### src/rtl/lsp_to_lsf_fsm.sv
// LSP-to-LSF converter: reads M LSP coefficients from scratch memory and writes Q13 LSFs
// back, bit-exact to G.729 Lsp_lsf2 (arccos table search plus slope-corrected interpolation).
module lsp_to_lsf_fsm #(
  parameter logic [10:0] LSP_BASE = 11'h100,
  parameter logic [10:0] LSF_BASE = 11'h140,
  parameter int unsigned M        = 10
) (
  input  logic        clk,
  input  logic        reset,
  input  logic        start,
  input  logic [31:0] memIn,
  output logic [10:0] memReadAddr,
  output logic [10:0] memWriteAddr,
  output logic [31:0] memOut,
  output logic        memWriteEn,
  output logic        done
);
  localparam int unsigned IW   = 4;
  localparam int unsigned INDW = 6;
  localparam logic [IW-1:0]   LAST       = IW'(M - 1);
  localparam logic [INDW-1:0] IND_TOP    = INDW'(63);
  localparam logic signed [15:0] TWO_PI_Q12 = 16'sd25736;

  typedef enum logic [2:0] {IDLE, READ, WAIT, SEARCH, CALCFREQ, CALCLSF, WRITE, DONE} stateT;

  // cos(w) table, descending from 1.0 to about -1.0 in Q15
  function automatic logic signed [15:0] table2(input logic [INDW-1:0] k);
    logic signed [15:0] t;
    t = '0;
    case (k)
      6'd0:  t =  16'sd32767; 6'd1:  t =  16'sd32729; 6'd2:  t =  16'sd32610; 6'd3:  t =  16'sd32413;
      6'd4:  t =  16'sd32138; 6'd5:  t =  16'sd31786; 6'd6:  t =  16'sd31357; 6'd7:  t =  16'sd30853;
      6'd8:  t =  16'sd30274; 6'd9:  t =  16'sd29622; 6'd10: t =  16'sd28899; 6'd11: t =  16'sd28106;
      6'd12: t =  16'sd27246; 6'd13: t =  16'sd26320; 6'd14: t =  16'sd25330; 6'd15: t =  16'sd24279;
      6'd16: t =  16'sd23170; 6'd17: t =  16'sd22006; 6'd18: t =  16'sd20788; 6'd19: t =  16'sd19520;
      6'd20: t =  16'sd18205; 6'd21: t =  16'sd16846; 6'd22: t =  16'sd15447; 6'd23: t =  16'sd14010;
      6'd24: t =  16'sd12540; 6'd25: t =  16'sd11039; 6'd26: t =  16'sd9512;  6'd27: t =  16'sd7962;
      6'd28: t =  16'sd6393;  6'd29: t =  16'sd4808;  6'd30: t =  16'sd3212;  6'd31: t =  16'sd1608;
      6'd32: t =  16'sd0;     6'd33: t = -16'sd1608;  6'd34: t = -16'sd3212;  6'd35: t = -16'sd4808;
      6'd36: t = -16'sd6393;  6'd37: t = -16'sd7962;  6'd38: t = -16'sd9512;  6'd39: t = -16'sd11039;
      6'd40: t = -16'sd12540; 6'd41: t = -16'sd14010; 6'd42: t = -16'sd15447; 6'd43: t = -16'sd16846;
      6'd44: t = -16'sd18205; 6'd45: t = -16'sd19520; 6'd46: t = -16'sd20788; 6'd47: t = -16'sd22006;
      6'd48: t = -16'sd23170; 6'd49: t = -16'sd24279; 6'd50: t = -16'sd25330; 6'd51: t = -16'sd26320;
      6'd52: t = -16'sd27246; 6'd53: t = -16'sd28106; 6'd54: t = -16'sd28899; 6'd55: t = -16'sd29622;
      6'd56: t = -16'sd30274; 6'd57: t = -16'sd30853; 6'd58: t = -16'sd31357; 6'd59: t = -16'sd31786;
      6'd60: t = -16'sd32138; 6'd61: t = -16'sd32413; 6'd62: t = -16'sd32610; 6'd63: t = -16'sd32729;
      default: t = '0;
    endcase
    return t;
  endfunction

  // Interpolation slope between adjacent table2 points
  function automatic logic signed [15:0] slopeAcos(input logic [INDW-1:0] k);
    logic signed [15:0] s;
    s = '0;
    case (k)
      6'd0:  s = -16'sd26887; 6'd1:  s = -16'sd8812;  6'd2:  s = -16'sd5323;  6'd3:  s = -16'sd3813;
      6'd4:  s = -16'sd2979;  6'd5:  s = -16'sd2444;  6'd6:  s = -16'sd2081;  6'd7:  s = -16'sd1811;
      6'd8:  s = -16'sd1608;  6'd9:  s = -16'sd1450;  6'd10: s = -16'sd1322;  6'd11: s = -16'sd1219;
      6'd12: s = -16'sd1132;  6'd13: s = -16'sd1059;  6'd14: s = -16'sd998;   6'd15: s = -16'sd946;
      6'd16: s = -16'sd901;   6'd17: s = -16'sd861;   6'd18: s = -16'sd827;   6'd19: s = -16'sd797;
      6'd20: s = -16'sd772;   6'd21: s = -16'sd750;   6'd22: s = -16'sd730;   6'd23: s = -16'sd713;
      6'd24: s = -16'sd699;   6'd25: s = -16'sd687;   6'd26: s = -16'sd677;   6'd27: s = -16'sd668;
      6'd28: s = -16'sd662;   6'd29: s = -16'sd657;   6'd30: s = -16'sd654;   6'd31: s = -16'sd652;
      6'd32: s = -16'sd652;   6'd33: s = -16'sd654;   6'd34: s = -16'sd657;   6'd35: s = -16'sd662;
      6'd36: s = -16'sd668;   6'd37: s = -16'sd677;   6'd38: s = -16'sd687;   6'd39: s = -16'sd699;
      6'd40: s = -16'sd713;   6'd41: s = -16'sd730;   6'd42: s = -16'sd750;   6'd43: s = -16'sd772;
      6'd44: s = -16'sd797;   6'd45: s = -16'sd827;   6'd46: s = -16'sd861;   6'd47: s = -16'sd901;
      6'd48: s = -16'sd946;   6'd49: s = -16'sd998;   6'd50: s = -16'sd1059;  6'd51: s = -16'sd1132;
      6'd52: s = -16'sd1219;  6'd53: s = -16'sd1322;  6'd54: s = -16'sd1450;  6'd55: s = -16'sd1608;
      6'd56: s = -16'sd1811;  6'd57: s = -16'sd2081;  6'd58: s = -16'sd2444;  6'd59: s = -16'sd2979;
      6'd60: s = -16'sd3813;  6'd61: s = -16'sd5323;  6'd62: s = -16'sd8812;  6'd63: s = -16'sd26887;
      default: s = '0;
    endcase
    return s;
  endfunction

  function automatic logic signed [15:0] sat17(input logic signed [16:0] x);
    if (x[16] != x[15]) return x[16] ? 16'sh8000 : 16'sh7FFF;
    return x[15:0];
  endfunction

  function automatic logic signed [15:0] sat32(input logic signed [31:0] x);
    if (x > 32'sd32767) return 16'sh7FFF;
    if (x < -32'sd32768) return 16'sh8000;
    return x[15:0];
  endfunction

  stateT state, stateNext;
  logic [IW-1:0]      i, iNext;
  logic [INDW-1:0]    ind, indNext;
  logic signed [15:0] lsp, lspNext;
  logic signed [15:0] freq, freqNext;
  logic [10:0]        readAddrNext, writeAddrNext;
  logic [31:0]        outNext;
  logic               writeEnNext, doneNext;

  logic signed [15:0] tabVal, slopeVal, offset, indShift, freqC, lsfC;
  logic signed [16:0] offsetDiff, freqSum;
  logic signed [31:0] slopeProd, lTmp, lTmpShr, lsfProd, lsfShr;
  logic               unusedMemHi;

  assign unusedMemHi = ^memIn[31:16];

  // Lsp_lsf2 datapath: offset, L_mult with saturation, freq add, scale by 2*pi
  always_comb begin
    tabVal     = table2(ind);
    slopeVal   = slopeAcos(ind);
    offsetDiff = 17'(lsp) - 17'(tabVal);
    offset     = sat17(offsetDiff);
    slopeProd  = 32'(slopeVal) * 32'(offset);
    lTmp       = (slopeVal == 16'sh8000 && offset == 16'sh8000) ? 32'sh7FFF_FFFF
                                                                 : {slopeProd[30:0], 1'b0};
    lTmpShr    = lTmp >>> 12;
    indShift   = 16'({ind, 9'd0});
    freqSum    = 17'(indShift) + 17'($signed(lTmpShr[15:0]));
    freqC      = sat17(freqSum);
    lsfProd    = 32'(freq) * 32'(TWO_PI_Q12);
    lsfShr     = lsfProd >>> 15;
    lsfC       = sat32(lsfShr);
  end

  always_comb begin
    stateNext     = state;
    iNext         = i;
    indNext       = ind;
    lspNext       = lsp;
    freqNext      = freq;
    readAddrNext  = memReadAddr;
    writeAddrNext = memWriteAddr;
    outNext       = memOut;
    writeEnNext   = 1'b0;
    doneNext      = done;
    case (state)
      IDLE, DONE: begin
        if (start) begin
          iNext        = LAST;
          indNext      = IND_TOP;
          doneNext     = 1'b0;
          readAddrNext = {LSP_BASE[10:4], LAST};
          stateNext    = READ;
        end
      end
      READ: stateNext = WAIT;
      WAIT: begin
        lspNext   = memIn[15:0];
        stateNext = SEARCH;
      end
      // ind persists across coefficients and stops at 0
      SEARCH: begin
        if (ind != '0 && tabVal < lsp) begin
          indNext = ind - INDW'(1);
          if (ind == INDW'(1)) stateNext = CALCFREQ;
        end else begin
          stateNext = CALCFREQ;
        end
      end
      CALCFREQ: begin
        freqNext  = freqC;
        stateNext = CALCLSF;
      end
      CALCLSF: begin
        outNext       = {{16{lsfC[15]}}, lsfC};
        writeAddrNext = {LSF_BASE[10:4], i};
        writeEnNext   = 1'b1;
        stateNext     = WRITE;
      end
      WRITE: begin
        if (i == '0) begin
          doneNext  = 1'b1;
          stateNext = DONE;
        end else begin
          iNext        = i - IW'(1);
          readAddrNext = {LSP_BASE[10:4], i - IW'(1)};
          stateNext    = READ;
        end
      end
      default: stateNext = IDLE;
    endcase
  end

  always_ff @(posedge clk or negedge reset) begin
    if (!reset) begin
      state        <= IDLE;
      i            <= LAST;
      ind          <= IND_TOP;
      lsp          <= '0;
      freq         <= '0;
      memReadAddr  <= '0;
      memWriteAddr <= '0;
      memOut       <= '0;
      memWriteEn   <= 1'b0;
      done         <= 1'b0;
    end else begin
      state        <= stateNext;
      i            <= iNext;
      ind          <= indNext;
      lsp          <= lspNext;
      freq         <= freqNext;
      memReadAddr  <= readAddrNext;
      memWriteAddr <= writeAddrNext;
      memOut       <= outNext;
      memWriteEn   <= writeEnNext;
      done         <= doneNext;
    end
  end
endmodule

### config.mk
export PLATFORM = sky130hd
export DESIGN_NAME = lsp_to_lsf_fsm
export DESIGN_NICKNAME = d
export VERILOG_FILES = /design/src/rtl/lsp_to_lsf_fsm.sv
export SDC_FILE = /design/constraint.sdc
export NUM_CORES = 1
export LEC_CHECK = 0
export ABC_CLOCK_PERIOD_IN_PS = 12780
export CAP_MARGIN = 5
export CELL_PAD_IN_SITES_DETAIL_PLACEMENT = 2
export CELL_PAD_IN_SITES_GLOBAL_PLACEMENT = 2
export CORE_MARGIN = 4
export CORE_UTILIZATION = 35
export CTS_CLUSTER_DIAMETER = 120
export DETAILED_ROUTE_END_ITERATION = 7
export PLACE_DENSITY = 0.9
export SYNTH_ARGS = -nofsm -noshare
export SYNTH_HDL_FRONTEND = slang
export SYNTH_SLANG_ARGS = --single-unit
### constraint.sdc
create_clock -name clk -period 12.78 [get_ports clk]
set_clock_uncertainty 0.15 [all_clocks]
set_input_delay 3.195 -clock clk [delete_from_list [all_inputs] [get_ports clk]]
set_output_delay 3.195 -clock clk [all_outputs]
set_load 0.02 [all_outputs]
---- Word level (Yosys, flattened, before mapping) ----
Memories as Yosys holds them, arrays and structs flattened.
Index checks and enable logic that the tools add are counted.
operators by class
  multiplexer cells ....................... 34
  shift-type cells ........................ 0
  reductions and logical operators ........ 12
  magnitude comparators ................... 3
  add/subtract/negate cells ............... 4
  $mul .................................... 2
  div/mod/pow operators ................... 0
  bitwise gates (word level) .............. 0
  eq/ne operators ......................... 17
operators with widths
  kind                      number
  $mux W16                  10
  $eq A16 B16 Y1 const B    2
  $mul A16 B13 Y29 const B  1
  $mux W28                  1
  $mul A16 B16 Y27          1
  $mux W11                  2
  $pmux W11 S2              1
  $pmux W3 S7               1
  $add A16 B16 Y17          1
  $gt A17 B16 Y1 const B    1
  $lt A17 B16 Y1 const B    1
  $sub A16 B16 Y17          1
  $lt A16 B16 Y1            1
  $eq A3 B3 Y1 const B      4
  $mux W3                   4
  $mux W6                   2
  $pmux W6 S2               1
  $reduce_and A3 Y1         3
  $mux W1                   8
  $mux W4                   2
  $ne A2 B2 Y1 const B      4
  $pmux W4 S2               1
  $eq A3 B2 Y1 const B      2
  $eq A6 B1 Y1 const B      1
  other kinds (13)          16
storage, ports and cells
  memory bits (read-only) ................. 1984
  bits in latches ......................... 0
  bits in writable memories ............... 0
  logic and storage cells ................. 84
  register bits ........................... 79
  memories ................................ 2
  bits of input ports ..................... 35
memories
  memory           words  bits a word  rd ports  clocked after memory_dff  wr ports  line  RTL
  (no name shown)  64     16           1         0                         0         30    case (k)
  (no name shown)  64     15           1         0                         0         56    case (k)

---- Logic depth before layout (Yosys ltp) ----
Gate-level depths: netlist of run 1.
An unclocked memory read counts as a cell.
  depth in word-level cells ............... 12
  gate-level depth with buffers ........... 58
  gate-level depth less buffers ........... 52

---- Worst setup path before layout of run 1 ----
OpenSTA, ideal clock, no wires.
  path kind ............................... register -> register
  from .................................... register ind[3]
  to ...................................... register freq[4]
  cell stages (with the launch flop) ...... 53
  clock period less this slack ............ 12.797 ns
  setup slack ............................. -0.017 ns
  data arrival time ....................... 12.504 ns
  setup time .............................. 0.142 ns
  data required time ...................... 12.488 ns
  cells stage by stage .................... dfstp_2 -> clkbuf_1 -> buf_2 -> buf_2 -> clkbuf_1 -> clkbuf_1 -> clkbuf_1 -> buf_1 -> clkbuf_1 -> o221ai_1 -> a21oi_1 -> ha_1 -> inv_1 -> fa_1 -> a211oi_2 -> nor4b_2 -> a211oi_2 -> o21a_1 -> [... 17 more ...] -> o21ai_0 -> a221o_1 -> o21ai_0 -> a21boi_0 -> o21ai_0 -> o41ai_4 -> o21a_1 -> o21a_1 -> nor2_1 -> ha_1 -> nor2b_1 -> o21ai_0 -> nand2b_1 -> a21o_1 -> or2_2 -> buf_1 -> o21ai_2 -> o221ai_1
between the ends
  word-level cells in the longest chain between the ends .. 12
  elaborated cells between the ends (all ways) .. 19
  those cells by class .................... 2 x add/sub; 1 x mul; 4 x eq/ne; 9 x mux; 1 x reduce/logical; 2 x memory
RTL lines
  item                                                                      line  RTL
  start, declared                                                           91    logic [INDW-1:0] ind, indNext;
  start signal, assigned                                                    197   ind <= indNext;
  parallel branches: the longest is 8 deep, another holds $mul A16 B16 Y27  n/a
  $add A16 B16 Y17 (*)                                                      116   freqSum = 17'(indShift) + 17'($signed(lTmpShr[15:0]));
  $mux W16 / $ne A1 B1 Y1 (equally long branches)                           79    if (x[16] != x[15]) return x[16] ? 16'sh8000 : 16'sh7FFF;
  $mux W16 / $mux W1 (equally long branches)                                79
  $mux W16 (*)                                                              80    return x[15:0];
  end signal, assigned                                                      199   freq <= freqNext;
  end, declared                                                             93    logic signed [15:0] freq, freqNext;
Every way passes the cells marked *. The select of a mux whose other input is x is not followed.
A chain may end at the register's enable or synchronous reset.

---- Worst setup path in the final report of run 1 ----
  from .................................... register ind[1]
  to ...................................... register freq[14]
Same word-level chain as after synthesis.

==> results of run 1 <==
## worst register-to-register path: cells and delay by family, from the launching register on
kind	cells	cell delay, ns
simple gates	12	2.86
compound gates	15	4.47
buf+inv	14	2.76
fa+ha+maj	10	4.76
mux	1	0.09
flops	1	0.60
## per-stage QoR
step | setup WS (ns) | setup TNS, ns
floorplan | 0.0252 | 0
global placement | 0.0780 | 0
detailed placement | -1.03 | -14.44
CTS | 0.00122 | 0
global route | -3.02 | -42.14
finish | -3.09 | -43.53
## kinds of logic (layout without fill, tap and decap cells)
family                     after synthesis  count (layout)  share of synthesized area (%)
xor gates and xnor gates                79              79                           3.89
and+or+nand+nor                        641             641                           15.3
muxes                                   30              30                           2.10
buffers and inverters                  523             686                           11.5
other                                    1              18                         0.0205
AOI/OAI and AO/OA                      461             461                           16.5
DFF                                     71              71                           9.75
adders and majority gates              447             447                           41.0
## layer usage
metal	routed length [um]	GRT usage, %	vias up
li1	-	-	7628
met1	43700	35.2	10700
met2	59900	61.3	2130
met3	17100	8.09	1186
met4	18800	30.5	8
met5	273	0	-
## worst max path at each step
stage,from,endpoint,slack [ns],cells past startpoint
CTS,ind[0]$_DFFE_PN1P_,freq[14]$_DFFE_PN0P_,0.001,51
floorplan,ind[3]$_DFFE_PN1P_,freq[4]$_DFFE_PN0P_,0.03,52
finish,ind[1]$_DFFE_PN1P_,freq[14]$_DFFE_PN0P_,-3.09,52
global route,ind[1]$_DFFE_PN1P_,freq[14]$_DFFE_PN0P_,-3.02,54
detailed placement,ind[0]$_DFFE_PN1P_,freq[5]$_DFFE_PN0P_,-1.03,51
global placement,ind[0]$_DFFE_PN1P_,freq[4]$_DFFE_PN0P_,0.08,50
## sequential cells by signal (all words and copies together), names as in the netlist
name / flops
lsp: 16
i: 4
memReadAddr: 3
state: 3
done: 1
memWriteAddr: 5
freq: 16
memOut: 16
memWriteEn: 1
ind: 6
## cells in the mapped netlist (5+ instances only)
cell	number	area share (%)
inv_1	387	7.9
fa_1	255	28
nor2_1	241	4.9
nand2_1	235	4.8
ha_1	191	13
a21oi_1	116	3.2
o21ai_0	97	2.7
clkbuf_1	80	1.6
dfrtp_1	63	8.6
xnor2_1	59	2.8
buf_4	31	1.3
a211oi_1	29	1.2
nand3_1	28	0.76
nor3_1	28	0.76
a21o_1	26	1.1
o211ai_1	26	1.1
o21a_1	24	0.98
nand2b_1	23	0.79
a31oi_1	19	0.65
nor2b_1	18	0.61
xor2_1	18	0.86
mux2_2	17	1.0
o21ai_1	13	0.36
o31ai_1	13	0.53
and3_1	12	0.41
and2_1	10	0.34
buf_1	10	0.20
or3_1	10	0.34
o22ai_1	9	0.31
a22oi_1	8	0.33
dfstp_2	8	1.1
mux2i_1	8	0.44
or2_2	8	0.27
a311oi_1	7	0.33
o21bai_1	7	0.29
clkinv_1	6	0.12
a31o_2	5	0.24
mux4_2	5	0.61
nand4_1	5	0.17
## layout make-up
type,instances,area (sq um)
Multi-Input combinational cell,1669,15600
Antenna cell,7,17.5
Timing Repair Buffer,276,2540
Tap cell,680,851
Clock buffer,9,225
Clock inverter,7,128
Fill cell,5585,28900
Inverter,394,1510
Sequential cell,71,1800
## timing repair
action	in CTS	in global routing
hold buffers	0	0
gates resized for setup	113	228
setup endpoints to repair	16	16
buffers inserted	19	83
pin swaps	32	102
gates cloned	1	4
==> impl_metrics.csv, run 1 <==
group,metric,value,unit
yosys,yosys_register_bits,71,
status,violations,"design-rule violations, max-capacitance violations, max-slew violations, negative setup slack",
grt,grt_pass1_vias,22400,
yosys,syn_area,18300,sq um
placed_design,port_buffers,63,
grt,overflow,0,
timing,finalMaxSlewViolations,1,
placed_design,place.gp.congestion,0.927,
setup_path,rr_worst_depth,52,
status,status,"finished with violations",
yosys,ys_warn_count,0,
clock_network,cts_max_level,3,
yosys,yosysSeqAreaShare,9.75,%
setup_path,timing.rr.end,"freq[14]$_DFFE_PN0P_",
setup_path,cp_common_cell,"buf_4",
setup_path,cp-end-kind,"flop",
timing,hold_viol_final,0,
grt,grt_util_all_layers,35.2,%
finish,final_common_cell,"inv_1",
timing,tightest_slew,1.46,ns
yosys,synth_edf_count,0,
route,routed_wl,140,mm
route,routedWlPerCell,44.9,um
route,vias,21700,
finish,layout_common_cells,"inv_1 (367), nand2_1 (231), fa_1 (231)",
yosys,avgSynthCellArea,8.13,sq um
clock_network,cts_tree,"built",
yosys,synth_cells,2253,
timing,whs,0.364,ns
die,die_x,237,um
clock_network,cts_buffers,9,
setup_path,r2r_slack,-3.09,ns
die,initial_core_util,35.5,%
die,die_h,237,um
timing,min_period,15.87,ns
finish,final_cell_area,22700,sq um
die,num_io_pins,91,
route,drc,3,
setup_path,r2r-start,"ind[1]$_DFFE_PN1P_",
grt,grt_max_degree,72,
setup_path,cpPeakStageDelay,0.88,ns
route,drt-vias-per-instance,6.97,
flow_run,drv_cap,2,
clock_network,clockRootBuffer,"clkbuf_16",
setup_path,cp.arrival,15.92,ns
setup_path,cp_data_required_time,12.83,ns
hold_path,holdPathStages,1,
setup_path,worstPathMaxFanout,6,
setup_path,critPathLaunchType,"flop",
setup_path,critical_path_class,"flop to flop",
yosys,ys.flop_type,"dfrtp_1",
setup_path,slowest_stage,"nor2_1",
clock_network,clockBufferDepth,2,
finish,stdcell_count,3113,
route,postRouteAntennaNets,0,
setup_path,cp_top_family,"adder cells",
grt,antenna_found_initial,6,
timing,fin_crit_sh,124,%
die,num_rows,83,
finish,area_growth,23.8,%
hold_path,holdCritStartpoint,"memReadAddr[8]$_DFFE_PN0P_",
yosys,async_flop_share,100,%
route,drt_first_pass_iters,8,
grt,grt_pass1_wl,149,mm
hold_path,whs_endpoint,"memReadAddr[8]$_DFFE_PN0P_",
route,initialDrtViolationCount,2980,
finish,final_net_count,2902,
finish,layout-drive-gt1-share,20.8,%
hold_path,min_path_type,"flop to flop",
placed_design,place_hpwl,66.5,mm
timing,worst_slack,-3.09,ns
finish,utilization,43.9,%
clock_network,cts.sinks,71,
die,die-area,56100,sq um
die,core_area,51600,sq um
placed_design,placed_cell_area,20100,sq um
setup_path,cp_num_buf_inv,14,
timing,max-slew-margin-rel,-0.349,%
clock_network,path_clk_slew,0.09,ns
placed_design,dp_cells,2984,
clock_network,clkLatencyLatePin,0.38,ns
timing,setup_viol,16,
timing,fmax,0.0630,GHz
yosys,yosysUniqueCellTypes,91,
Power of run 1 is not shown: default switching activity piles up to over one toggle a cycle in this logic, so the estimate is an artifact.
==> run 2: changes to the inputs <==
HOLD_SLACK_MARGIN = 0.03   (was not set)
==> results of run 2 <==
Same layout as run 1: the final DEF is identical, and so are final timing and power.
Power of run 2 is left out for the same reason.
